### src/rtl/uart_boot_ctrl.sv
// uart_boot_ctrl: sequences the UART loader/dumper against the CPU memories.
//   clk, rst_n            : clock, async active-low reset
//   start_load/start_dump : one-cycle command pulses
//   cpu_halt              : CPU finished (level)
//   uart_*                : UART control out, address/strobe/data/done in
//   cpu_rst_n             : CPU reset, released only in RUN
//   im_*/dm_*             : registered memory write ports
//   dm_sel_uart           : DM read port mux select (1 = UART address)
//   state_o               : current state encoding
module uart_boot_ctrl #(
  parameter int unsigned IM_SIZE_BIT  = 8,
  parameter int unsigned DM_SIZE_BIT  = 8,
  parameter int unsigned MAX_SIZE_BIT = 8,
  parameter int unsigned DRAIN_CYCLES = 208340
) (
  input  logic                    clk,
  input  logic                    rst_n,
  input  logic                    start_load,
  input  logic                    start_dump,
  input  logic                    cpu_halt,
  output logic                    uart_en,
  output logic                    uart_mode,
  output logic                    uart_ram_id,
  input  logic [MAX_SIZE_BIT-1:0] uart_address,
  input  logic                    uart_on_received,
  input  logic [31:0]             uart_recv_data,
  input  logic                    im_done,
  input  logic                    dm_done,
  output logic                    cpu_rst_n,
  output logic                    im_we,
  output logic [IM_SIZE_BIT-1:0]  im_waddr,
  output logic [31:0]             im_wdata,
  output logic                    dm_we,
  output logic [DM_SIZE_BIT-1:0]  dm_waddr,
  output logic [31:0]             dm_wdata,
  output logic                    dm_sel_uart,
  output logic [2:0]              state_o
);

  typedef enum logic [2:0] {
    IDLE    = 3'd0,
    LOAD_IM = 3'd1,
    LOAD_DM = 3'd2,
    RUN     = 3'd3,
    DUMP    = 3'd4,
    DONE    = 3'd5
  } state_t;

  localparam int unsigned CW = (DRAIN_CYCLES > 1) ? $clog2(DRAIN_CYCLES) : 1;

  state_t        r_state;
  state_t        w_next;
  logic          r_draining;
  logic          w_draining_next;
  logic [CW-1:0] r_cnt;
  logic [CW-1:0] w_cnt;
  logic [CW-1:0] w_cnt_next;
  logic          w_en;
  logic          w_mode;
  logic          w_ram_id;
  logic          w_cpu_rst_n;
  logic          w_sel;

  always_comb begin
    w_next      = r_state;
    // The cycle dm_done first rises counts as drain cycle 0, so DONE lands
    // exactly DRAIN_CYCLES edges after that cycle.
    w_cnt       = r_draining ? r_cnt : '0;

    case (r_state)
      IDLE, DONE: begin
        if (start_load)      w_next = LOAD_IM;
        else if (start_dump) w_next = DUMP;
      end
      LOAD_IM: if (im_done) w_next = LOAD_DM;
      LOAD_DM: if (dm_done) w_next = RUN;
      RUN: begin
        if (start_load)                  w_next = LOAD_IM;
        else if (start_dump || cpu_halt) w_next = DUMP;
      end
      DUMP: begin
        if ((r_draining || dm_done) && (w_cnt == CW'(DRAIN_CYCLES - 1)))
          w_next = DONE;
      end
      default: w_next = IDLE;
    endcase

    // Once started, the drain runs to completion regardless of dm_done.
    w_draining_next = (w_next == DUMP) && (r_draining || ((r_state == DUMP) && dm_done));
    w_cnt_next      = w_draining_next ? (w_cnt + CW'(1)) : '0;

    w_en        = 1'b0;
    w_mode      = 1'b0;
    w_ram_id    = 1'b0;
    w_cpu_rst_n = 1'b0;
    w_sel       = 1'b0;
    case (w_next)
      LOAD_IM: w_en = 1'b1;
      LOAD_DM: begin
        w_en     = 1'b1;
        w_ram_id = 1'b1;
      end
      RUN:     w_cpu_rst_n = 1'b1;
      DUMP: begin
        w_en     = 1'b1;
        w_mode   = 1'b1;
        w_ram_id = 1'b1;
        w_sel    = 1'b1;
      end
      default: ;
    endcase
  end

  always_ff @(posedge clk or negedge rst_n) begin
    if (!rst_n) begin
      r_state     <= IDLE;
      r_draining  <= 1'b0;
      r_cnt       <= '0;
      uart_en     <= 1'b0;
      uart_mode   <= 1'b0;
      uart_ram_id <= 1'b0;
      cpu_rst_n   <= 1'b0;
      dm_sel_uart <= 1'b0;
      im_we       <= 1'b0;
      im_waddr    <= '0;
      im_wdata    <= '0;
      dm_we       <= 1'b0;
      dm_waddr    <= '0;
      dm_wdata    <= '0;
    end else begin
      r_state     <= w_next;
      r_draining  <= w_draining_next;
      r_cnt       <= w_cnt_next;
      uart_en     <= w_en;
      uart_mode   <= w_mode;
      uart_ram_id <= w_ram_id;
      cpu_rst_n   <= w_cpu_rst_n;
      dm_sel_uart <= w_sel;
      // Capture keys off the pre-transition state so the word arriving with
      // im_done/dm_done still lands in the memory being loaded.
      im_we       <= uart_on_received && (r_state == LOAD_IM);
      dm_we       <= uart_on_received && (r_state == LOAD_DM);
      im_waddr    <= IM_SIZE_BIT'(uart_address);
      dm_waddr    <= DM_SIZE_BIT'(uart_address);
      im_wdata    <= uart_recv_data;
      dm_wdata    <= uart_recv_data;
    end
  end

  assign state_o = r_state;

endmodule

### config.mk
export PLATFORM = sky130hd
export DESIGN_NAME = uart_boot_ctrl
export DESIGN_NICKNAME = d
export VERILOG_FILES = /design/src/rtl/uart_boot_ctrl.sv
export SDC_FILE = /design/constraint.sdc
export NUM_CORES = 1
export LEC_CHECK = 0
export BUFFER_PORTS_ARGS = -buffer_cell sky130_fd_sc_hd__buf_4
export CORE_MARGIN = 2
export CORE_UTILIZATION = 42
export CTS_BUF_LIST = sky130_fd_sc_hd__clkbuf_8
export DETAILED_ROUTE_END_ITERATION = 12
export PLACE_DENSITY = 0.78
export SLEW_MARGIN = 5
export SYNTH_ARGS = -nofsm -noshare
export SYNTH_HDL_FRONTEND = slang
export SYNTH_SLANG_ARGS = --single-unit
### constraint.sdc
create_clock -name clk -period 1.9 [get_ports clk]
set_input_delay 0.095 -clock clk [delete_from_list [all_inputs] [get_ports clk]]
set_output_delay 0.095 -clock clk [all_outputs]
set_load 0.03 [all_outputs]
# Word level (Yosys, flattened, before mapping)
# Cells that the tools add are included.
# word_totals
out_inout_bits,90
ff_bits,68
# classes
reduce_logical,12
n_mux,14
add_sub_neg,1
eq_ne,10
# op_table
op,count
18-bit 2-to-1 mux,2
3-bit 2-to-1 mux,7
18-bit by 1-bit adder with 18-bit output (second input constant),1
18-bit == test (second input constant),1
3-bit one-hot mux with 5 select lines,1
3-bit by 2-bit == test with 1-bit output (second input constant),4
3-bit == test (second input constant),3
3-bit by 1-bit == test with 1-bit output (second input constant),2
1-bit logical AND,5
1-bit 2-to-1 mux,4
2-bit OR reduction,2
3-bit zero test,1
1-bit logical OR,3
3-bit OR reduction,1

# Longest topological paths before layout
# logic_depth
depth_word,8
depth_mapped,9
mapped_depth_nobuf,7

# Least setup slack after synthesis
# Ideal clock, no wire load.
# synth_timing
kind,reg2reg
from,register r_draining
to,register r_cnt[16]
required_ps,1782
path_stages_with_launch,9
period_less_slack_ps,1918
t_arrival_ps,1799
slack_ps,-18
n_path_buf,1
cell_sequence,dfrtp_1 -> buf_2 -> and2_1 -> ha_1 -> nand3_1 -> nor4_1 -> nand4_1 -> xor2_1 -> nor2_1
# synth_between
elab_chain_cells,8
elab_cells_between_ends,11
# synth_rtl
element,line_no,rtl
start: declaration,53,logic r_draining;
start signal: assignment,132,r_draining <= w_draining_next;
18-bit 2-to-1 mux,68,w_cnt = r_draining ? r_cnt : '0;
18-bit == test,82,if ((r_draining || dm_done) && (w_cnt == CW'(DRAIN_CYCLES - 1)))
1-bit logical AND,82,
3-bit 2-to-1 mux,82,
3-bit one-hot mux with 5 select lines,70,case (r_state)
3-bit == test,89,w_draining_next = (w_next == DUMP) && (r_draining || ((r_state == DUMP) && dm_done));
1-bit logical AND,89,
18-bit 2-to-1 mux (*),90,w_cnt_next = w_draining_next ? (w_cnt + CW'(1)) : '0;
named net w_cnt_next[16],57,logic [CW-1:0] w_cnt_next;
end signal: assignment,133,r_cnt <= w_cnt_next;
end: declaration,55,logic [CW-1:0] r_cnt;
# Mark *: on every way through the listed nets, which the timed path passes. The rest lies on a longest branch.

# Final worst setup path
# layout_timing
from,register r_cnt[3]
to,register r_cnt[1]
# layout_between
elab_chain_cells,8
# layout_rtl
element,line_no
18-bit 2-to-1 mux,68
18-bit == test,82
1-bit logical AND,82
3-bit 2-to-1 mux,82
3-bit one-hot mux with 5 select lines,70
3-bit == test,89
1-bit logical AND,89
18-bit 2-to-1 mux,90
named net w_cnt_next[1],57
# The timed path passes the listed nets, and every way through them passes these cells.

==> results.yml <==
critical_path:
  critPathKind: "reg -> reg"
  critPathLaunchType: "flop"
  critPathMaxFanout: 5
  crit_cells: 5
  cp.required_ps: 2120
  r2r_end: "r_cnt[1]"
  r2r_cells: 5
  critPathArrivalTime_ps: 2100
  crit_family: "simple AND/OR/NAND/NOR gates"
  r2r_start: "r_cnt[3]"
  cp_slowest_stage_delay_ps: 550
  rrSetupSlack_ps: 10
  crit_chain: "or4_4 -> nor4_4 -> a31oi_2 -> o211ai_1 -> nor2_1"
  setup.worst_path.end_class: "flop"
  cp_slowest_cell: "or4_4"
  crit_buf_inv: 0
sta:
  maxSlewViolCount: 0
  fin_ws_ps: 10.8
  rsz0062_at_grt: "true"
  finalSetupTns_ps: 0
  fin_crit_sh_pct: 99.4
  timing.fmax_mhz: 529
  setup-violations-final: 0
  tightest_slew_ps: 822
  hold_violations: 0
  slew-limit-headroom_pct: 45.2
  layout_min_cycle_time_ps: 1890
  fin_skew_ps: 7.50
synth:
  yosys_warnings: 0
  syn_area_um2: 2700
  yosysUniqueCellTypes: 32
  synth_flop_cell: "dfrtp_1"
  async_reset_ff_share_pct: 100
  ys_ff_latch: 68
  ys_seq_area_share_pct: 63.1
  synth_edf_count: 0
  syn-num-nets: 271
  netlist_instances: 222
  syn_area_per_cell_um2: 12.1
power_and_ir_drop:
  power-per-cell-area_nw_per_um2: 1000
  pwr-share-clk_pct: 31.3
  fin_total_pwr_w: 0.00428
  pwr-share-seq_pct: 38.6
  ir_worst_vdd_v: 0.000666
  p_sw_w: 0.00144
  p_int_w: 0.00284
  combPwrFrac_pct: 30.2
  p_leak_nw: 2.05
  switching_share_pct: 33.6
die:
  core_um2: 6280
  start_util_pct: 42.9
  die_area_um2: 7070
  io_pins: 138
  rows: 29
  fp.dieW_um: 84.1
  die_h_um: 84.1
detailed_routing:
  drt_wl_total_um: 6980
  vias: 2196
  detail_route.wl_per_cell_um: 15.1
  ant_nets: 0
  via_per_inst: 4.75
  drt_iter0_markers: 132
  drc: 0
  drt_pass1_iterations: 4
global_routing:
  grt_overflow: 0
  grt_pass1_wl_um: 10900
  grtUsageTotal_pct: 19.6
  grt_pass1_vias: 2225
  antenna_found_initial: 0
  grt_max_degree: 69
cts:
  clk_pin_slew_ps: 80
  numCtsBuffers: 9
  cts_max_level: 3
  clock_latency_ps: 340
  cts_sinks: 68
  cts_root_buf: "clkbuf_8"
  cts_buffer_depth: 2
  cts_tree: "done"
layout:
  multi_input_area_um2: 689
  fill_cells: 431
  seq_area_um2: 1700
  utilization_pct: 68.1
  final_cell_mix: "buf_4 (150), dfrtp_1 (68), dlygate4sd3_1 (41)"
  diodes: 0
  layout-drive-gt1-share_pct: 47.0
  final_cells: 462
  final_nets: 429
  final_common_cell: "buf_4"
  area_growth_syn_to_layout_pct: 58.7
worst_hold_path:
  min_path_type: "in -> reg"
  min_from: "uart_on_received"
  min_to: "im_we"
  whs_path_depth: 2
placed_design:
  gp_congestion: 0.841
  hpwl_um: 4510
  portBuffers: 137
  place_inst: 404
  dp_slack_ps: 93.2
run_status:
  status: "completed"
run:
  drv_cap: 0
## flip-flops by register name (all words and copies together), names as in the netlist
| signal | flops |
|---|---|
| state_o | 3 |
| uart_en | 1 |
| cpu_rst_n | 1 |
| dm_waddr | 8 |
| r_cnt | 18 |
| dm_we | 1 |
| dm_wdata | 32 |
| im_we | 1 |
| uart_ram_id | 1 |
| dm_sel_uart | 1 |
| r_draining | 1 |
## worst register-to-register path, stage by stage, from the launching register on
cell,delay [ps]
dfrtp_1,400
or4_4,560
nor4_4,310
a31oi_2,170
o211ai_1,240
nor2_1,100
## area by class of cell
type                    instances  share of cell area [%]
clock buffers                   9                    2.90
inverters                       5                   0.439
clock inverters                 7                    2.31
multi-input cells             104                    16.1
well taps                      77                    2.25
flip-flops and latches         68                    39.8
repair buffers                192                    36.2
## per-stage QoR
stage,instance area (um^2),hold WS (ps)
after floorplan,2700,-201
after global placement,3580,204
after detailed placement,3580,205
after CTS,4210,16.6
after global routing,4280,31.2
final,4280,29.0
## power by group through the flow
stage | combinational [W] | clock (W) | sequential, W
final | 0.00129 | 0.00134 | 0.00165
after global placement | 0.00120 | 0 | 0.00167
after floorplan | 0.000568 | 0 | 0.00191
after CTS | 0.00129 | 0.00136 | 0.00165
after global routing | 0.00138 | 0.00143 | 0.00167
after detailed placement | 0.00122 | 0 | 0.00167
## synthesized netlist by cell type, types with 3 or more instances
master | n | area share [%]
inv_1 | 4 | 0.56
a21oi_1 | 3 | 0.56
nor4_1 | 4 | 0.93
nor2_1 | 26 | 3.6
buf_4 | 42 | 12
xor2_1 | 9 | 2.9
nand2_1 | 13 | 1.8
nor3_1 | 4 | 0.74
nand4_1 | 7 | 1.6
nand3_1 | 8 | 1.5
and2_1 | 3 | 0.70
dfrtp_1 | 68 | 63
xnor2_1 | 8 | 2.6
## timing repair
| item | CTS | global route |
|---|---|---|
| hold endpoints to repair | 108 | 0 |
| buffers inserted | 0 | 1 |
| resized for setup | 0 | 10 |
| hold buffers | 41 | 0 |
| endpoints found under the setup margin | 0 | 20 |
## layer usage
| layer | part of all wire (%) | vias up | GRT usage [%] | wire length [um] |
|---|---|---|---|---|
| met5 | 0 | - | 0 | 0 |
| met4 | 1.4 | 0 | 6.60 | 95 |
| met3 | 7.7 | 10 | 5.34 | 535 |
| met2 | 55 | 96 | 35.7 | 3870 |
| met1 | 36 | 1080 | 22.0 | 2480 |
| li1 | - | 1010 | - | - |
## worst max path at each step
stage               start   endpoint  slack (ps)
2_1_floorplan  r_draining  r_cnt[10]          20
3_3_place_gp     r_cnt[2]  r_cnt[16]          70
3_5_place_dp     r_cnt[0]  r_cnt[10]          90
4_1_cts          r_cnt[2]  r_cnt[17]          60
5_1_grt        state_o[2]  r_cnt[15]        -110
6_report         r_cnt[3]   r_cnt[1]          10
## cells by family (layout without fill, tap and decap cells)
logic type               count (synthesis)  count (layout)  synth area share [%]
AO/OA/AOI/OAI                           11              11                  3.53
flip-flops                              68              68                  63.1
adder cells (fa/ha/maj)                  1               1                 0.464
buffers and inverters                   50             213                  13.4
AND/OR/NAND/NOR                         75              75                  13.9
XOR/XNOR                                17              17                  5.52
(Power assumes the default switching activity.)
